--- config.mk ---
export PLATFORM = sky130hd
export DESIGN_NAME = regs_wr_arbiter
export DESIGN_NICKNAME = d
export VERILOG_FILES = /design/src/rtl/regs_wr_arbiter.sv
export SDC_FILE = /design/constraint.sdc
export NUM_CORES = 1
export LEC_CHECK = 0
export ABC_AREA = 0
export CORE_MARGIN = 2
export CORE_UTILIZATION = 30
export CTS_CLUSTER_DIAMETER = 120
export DETAILED_ROUTE_END_ITERATION = 6
export PLACE_DENSITY = 0.57
export REMOVE_ABC_BUFFERS = 1
export SLEW_MARGIN = 20
export SYNTH_ARGS = -nofsm -noshare
export SYNTH_HDL_FRONTEND = slang
export SYNTH_SLANG_ARGS = --single-unit
--- constraint.sdc ---
create_clock -name clock -period 2.1 [get_ports clock]
set_input_delay 0.42 -clock clock [delete_from_list [all_inputs] [get_ports clock]]
set_output_delay 0.42 -clock clock [all_outputs]
set_load 0.1 [all_outputs]
--- src/rtl/regs_wr_arbiter.sv ---
// ---------------------------------------------------------------------------
// regs_wr_arbiter
//   Merges two register-file writeback streams (0 = ALU, 1 = load) into the
//   single register-file write port. Each requester owns a one-entry buffer.
//   A round-robin pointer arbitrates when both buffers are full. The winning
//   entry is registered onto regWrite/writeReg/writeData. Writes to x0 are
//   consumed silently. A hazard flag tells decode that a read index still
//   has a write in flight inside this block.
//
// Ports
//   clock, reset                : clock; asynchronous active-low reset
//   reqN_valid/ready/addr/data  : valid/ready write request from requester N
//   regWrite/writeReg/writeData : registered register-file write port
//   readReg1/readReg2           : decode-stage read indices
//   hazard1/hazard2             : read index matches a pending write
//   commit_count                : number of non-x0 commits, modulo 2^16
// ---------------------------------------------------------------------------
module regs_wr_arbiter #(
  parameter int DATA_W = 32,
  parameter int ADDR_W = 5
) (
  input  logic              clock,
  input  logic              reset,
  input  logic              req0_valid,
  output logic              req0_ready,
  input  logic [ADDR_W-1:0] req0_addr,
  input  logic [DATA_W-1:0] req0_data,
  input  logic              req1_valid,
  output logic              req1_ready,
  input  logic [ADDR_W-1:0] req1_addr,
  input  logic [DATA_W-1:0] req1_data,
  output logic              regWrite,
  output logic [ADDR_W-1:0] writeReg,
  output logic [DATA_W-1:0] writeData,
  input  logic [ADDR_W-1:0] readReg1,
  input  logic [ADDR_W-1:0] readReg2,
  output logic              hazard1,
  output logic              hazard2,
  output logic [15:0]       commit_count
);

  // Request buffers
  logic              buf0_vld_q, buf0_vld_d;
  logic [ADDR_W-1:0] buf0_addr_q;
  logic [DATA_W-1:0] buf0_data_q;
  logic              buf1_vld_q, buf1_vld_d;
  logic [ADDR_W-1:0] buf1_addr_q;
  logic [DATA_W-1:0] buf1_data_q;

  // Arbitration state: 0 favours requester 0 on the next contest
  logic              ptr_q, ptr_d;

  // Output stage
  logic              regwrite_q, regwrite_d;
  logic [ADDR_W-1:0] writereg_q, writereg_d;
  logic [DATA_W-1:0] writedata_q, writedata_d;
  logic [15:0]       cnt_q, cnt_d;

  logic              gnt0, gnt1, commit, load0, load1;
  logic [ADDR_W-1:0] gnt_addr;
  logic [DATA_W-1:0] gnt_data;

  // Grant and handshake
  always_comb begin
    gnt0     = buf0_vld_q && (!buf1_vld_q || !ptr_q);
    gnt1     = buf1_vld_q && (!buf0_vld_q ||  ptr_q);
    gnt_addr = gnt1 ? buf1_addr_q : buf0_addr_q;
    gnt_data = gnt1 ? buf1_data_q : buf0_data_q;
    // A granted x0 write still drains its buffer but never reaches the port.
    commit   = (gnt0 || gnt1) && (gnt_addr != '0);
    // A buffer being drained this cycle can be refilled on the same edge.
    req0_ready = !buf0_vld_q || gnt0;
    req1_ready = !buf1_vld_q || gnt1;
    load0      = req0_valid && req0_ready;
    load1      = req1_valid && req1_ready;
  end

  // Next state
  always_comb begin
    buf0_vld_d  = buf0_vld_q;
    buf1_vld_d  = buf1_vld_q;
    ptr_d       = ptr_q;
    regwrite_d  = commit;
    writereg_d  = writereg_q;
    writedata_d = writedata_q;
    cnt_d       = cnt_q;

    if (load0)     buf0_vld_d = 1'b1;
    else if (gnt0) buf0_vld_d = 1'b0;
    if (load1)     buf1_vld_d = 1'b1;
    else if (gnt1) buf1_vld_d = 1'b0;

    // After a contest the loser becomes the favoured side.
    if (buf0_vld_q && buf1_vld_q) ptr_d = gnt0;

    if (commit) begin
      writereg_d  = gnt_addr;
      writedata_d = gnt_data;
      cnt_d       = cnt_q + 16'd1;
    end
  end

  // Control and output registers
  always_ff @(posedge clock or negedge reset) begin
    if (!reset) begin
      buf0_vld_q  <= 1'b0;
      buf1_vld_q  <= 1'b0;
      ptr_q       <= 1'b0;
      regwrite_q  <= 1'b0;
      writereg_q  <= '0;
      writedata_q <= '0;
      cnt_q       <= '0;
    end else begin
      buf0_vld_q  <= buf0_vld_d;
      buf1_vld_q  <= buf1_vld_d;
      ptr_q       <= ptr_d;
      regwrite_q  <= regwrite_d;
      writereg_q  <= writereg_d;
      writedata_q <= writedata_d;
      cnt_q       <= cnt_d;
    end
  end

  // Buffer payload; qualified by the valid bits, so it needs no reset
  always_ff @(posedge clock) begin
    if (load0) begin
      buf0_addr_q <= req0_addr;
      buf0_data_q <= req0_data;
    end
    if (load1) begin
      buf1_addr_q <= req1_addr;
      buf1_data_q <= req1_data;
    end
  end

  // Hazard detection against both buffers and the write port
  always_comb begin
    hazard1 = (readReg1 != '0) &&
              ((buf0_vld_q && (buf0_addr_q == readReg1)) ||
               (buf1_vld_q && (buf1_addr_q == readReg1)) ||
               (regwrite_q && (writereg_q  == readReg1)));
    hazard2 = (readReg2 != '0) &&
              ((buf0_vld_q && (buf0_addr_q == readReg2)) ||
               (buf1_vld_q && (buf1_addr_q == readReg2)) ||
               (regwrite_q && (writereg_q  == readReg2)));
  end

  assign regWrite     = regwrite_q;
  assign writeReg     = writereg_q;
  assign writeData    = writedata_q;
  assign commit_count = cnt_q;

endmodule

==> run_results.csv <==
group,metric,value,unit
detailed_routing,topRoutingLayerUsed,"met4",
global_routing,grt_pass1_wl,19.5,mm
place,gp_congestion,0.849,
worst_setup_path,worstRegToRegCells,7,
synth,synthDistinctLibCells,30,
floorplan,boundaryPins,146,
worst_setup_path,critPathMaxFanout,3,
synth,syn_avg_cell_area,14.3,um^2
place,port_buffers,145,
detailed_routing,vias_per_cell,4.46,
timing,clock.fmax,407,MHz
worst_setup_path,start_kind,"register",
synth,synthCells,365,
floorplan,dieWidth,136,um
synth,ys_async_sr_fraction,43.5,%
floorplan,core_area,17200,um^2
detailed_routing,postRouteAntennaNets,0,
status,status,"finished, violations left",
floorplan,start_util,30.4,%
timing,holdWs,0.0532,ns
synth,ys_seq_area_share,69.9,%
pwr,leakagePower,3.25,nW
timing,tightest_slew,0.687,ns
worst_setup_path,regToRegSetupSlack,0.15,ns
clock_network,clock_tree.root_cell,"clkbuf_16",
timing,finalSetupViolCount,2,
timing,fin_ws,-0.355,ns
global_routing,grt_max_degree,34,
floorplan,dieHeight,136,um
layout,syn_to_final_growth,49.3,%
synth,synth-main-ff-cell,"edfxtp_1",
detailed_routing,wl_met1,5.58,mm
clock_network,cts_buffer_depth,2,
clock_network,hold_buffers,0,
clock_network,numCtsBuffers,17,
status,violations,"negative setup slack",
layout,nFillCells,1586,
timing,drv_slew,0,
run,maxCapViolCount,0,
worst_setup_path,reg2reg_from,"buf0_addr_q[3]",
worst_setup_path,timing.rr.end,"commit_count[3]",
timing,fin_crit,2.46,ns
pwr,p_per_area,1510,nW/um^2
global_routing,grt_use_total,14.3,%
synth,syn-cell-area,5220,um^2
timing,clock_skew,0.00654,ns
clock_network,cts.sinks,131,
detailed_routing,wl_met2,6.11,mm
detailed_routing,drt-pass1-iter-count,4,
clock_network,cts_tree,"yes",
clock_network,clk_pin_slew,0.06,ns
pwr,power,0.0118,W
layout,fin_nets,650,
clock_network,h-tree-depth,4,
worst_setup_path,cp-end-kind,"output port",
place,dpl.hpwl,8.87,mm
timing,rsz0062_at_grt,"true",
detailed_routing,drt_iter0_drc,108,
synth,ys_seq_elements,131,
timing,tns,-0.665,ns
global_routing,grt_pass1_vias,3722,
min_path,hold_path.class,"in -> async",
floorplan,num_rows,48,
global_routing,antenna_found_initial,0,
synth,yosys_warnings,0,
synth,synth_edf_count,74,
clock_network,clock_latency,0.41,ns
detailed_routing,drcViolationCount,0,
pwr,ir_drop,795,uV
global_routing,grt_overflow,0,
floorplan,dieArea,18500,um^2
detailed_routing,wl,12.6,mm
detailed_routing,num_vias,3563,
detailed_routing,routed-wl-met3,607,um
layout,num_antenna_cells,0,
layout,layout-drive-gt1-share,24.0,%
timing,hold_viol_final,0,
timing,fin_crit_sh,117,%
worst_setup_path,cp.required,1.68,ns
worst_setup_path,worstPathArrival,2.04,ns
detailed_routing,avgRoutedWirePerCell,15.8,um
worst_setup_path,path_class,"reg -> out",
timing,relSlewSlack,54.2,%
## routing by layer
metal | vias to the layer above | track usage [%]
met3 | 25 | 3.50
met4 | 0 | 7.29
met5 | - | 0
li1 | 1717 | -
met1 | 1702 | 17.7
met2 | 119 | 23.1
## cells in the mapped netlist (4+ instances only)
master	instances	area, um^2
nand3_1	7	35.0
a21oi_1	35	175
edfxtp_1	74	2220
nor4_1	6	37.5
nand4_1	8	50.1
nor2_1	41	154
or4_1	4	30.0
clkbuf_1	7	26.3
nand2_1	9	33.8
and3_1	6	37.5
dfrtp_1	57	1430
and2_1	4	25.0
xor2_1	25	219
buf_6	4	45.0
xnor2_1	20	175
mux2i_1	37	370
## sequential cells by signal, summed over array words and instances, names as in the netlist
register and flops:
buf0_addr_q 5, writeData 32, buf1_addr_q 5, buf0_data_q 32, buf1_data_q 32, ptr_q 1
regWrite 1, writeReg 5, buf0_vld_q 1, buf1_vld_q 1, commit_count 16
## logic make-up (layout without fill, tap and decap cells)
| family | after synthesis | count (layout) | share of synthesized area [%] |
|---|---|---|---|
| adders and majority gates | 1 | 1 | 0.240 |
| AOI/OAI and AO/OA | 43 | 43 | 4.74 |
| muxes | 38 | 38 | 7.31 |
| DFF | 131 | 131 | 69.9 |
| and+or+nand+nor | 91 | 91 | 8.48 |
| xor gates and xnor gates | 45 | 45 | 7.55 |
| buffers and inverters | 16 | 225 | 1.80 |
## report_power, final
| part | switching, W | total, W | internal [W] |
|---|---|---|---|
| logic | 0.00378 | 0.00514 | 0.00137 |
| registers | 0.000386 | 0.00372 | 0.00333 |
| clock network | 0.00103 | 0.00295 | 0.00193 |
| total | 0.00519 | 0.0118 | 0.00662 |
## worst max path at each step
stage	depth (start not counted)	start	endpoint	slack, ns
floorplan	5	writeReg[2]	hazard2	-1.39
global placement	8	readReg1[1]	hazard1	-0.47
detailed placement	8	readReg1[1]	hazard1	-0.46
CTS	7	buf1_addr_q[1]	hazard1	-0.37
global route	7	buf0_addr_q[3]	hazard1	-0.42
finish	7	buf0_addr_q[3]	hazard1	-0.36
## stage by stage
step / setup WS [ns] / std cells / cell area [um^2] / utilization [%]
final: -0.355 / 799 / 7800 / 45.4
after detailed placement: -0.463 / 760 / 7120 / 41.5
after global routing: -0.420 / 799 / 7800 / 45.4
after global placement: -0.473 / 760 / 7120 / 41.5
after CTS: -0.373 / 796 / 7760 / 45.2
after floorplan: -1.39 / 352 / 5140 / -
## cells in the final DEF, fill, tap and decap left out, types with 4 or more instances in the layout
cell type / Yosys / final
clkbuf_1: 7 / 7
buf_12: 0 / 10
mux2i_1: 37 / 37
nand2_1: 9 / 9
xor2_1: 25 / 25
and3_1: 6 / 6
nand3_1: 7 / 7
nand4_1: 8 / 8
a21oi_1: 35 / 33
nor4_1: 6 / 6
nor2_1: 41 / 41
buf_4: 1 / 89
clkbuf_16: 0 / 17
dfrtp_1: 57 / 57
clkdlybuf4s50_1: 0 / 82
or4_1: 4 / 4
buf_6: 4 / 4
edfxtp_1: 74 / 74
xnor2_1: 20 / 20
## worst max-delay path: stages, from the launching register on
cell      delay (ns)
edfxtp_1        0.40
buf_6           0.15
xor2_1          0.16
nor4_1          0.28
a31oi_1         0.14
a21oi_2         0.19
buf_4           0.14
buf_12          0.16
## layout make-up
cell class	count	area, um^2	area share (%)
inverters	3	11.3	0.144
flip-flops and latches	131	3650	46.8
well taps	225	282	3.61
clock inverters	6	106	1.36
repair buffers	190	1780	22.8
clock buffers	26	479	6.15
multi-input cells	218	1490	19.1
## what timing repair did
action                                  4_1_cts  5_1_grt
buffers inserted                              4        3
pin swaps                                     6        5
resized for setup                             6        4
endpoints found under the setup margin       47        2
(Power assumes the default switching activity.)
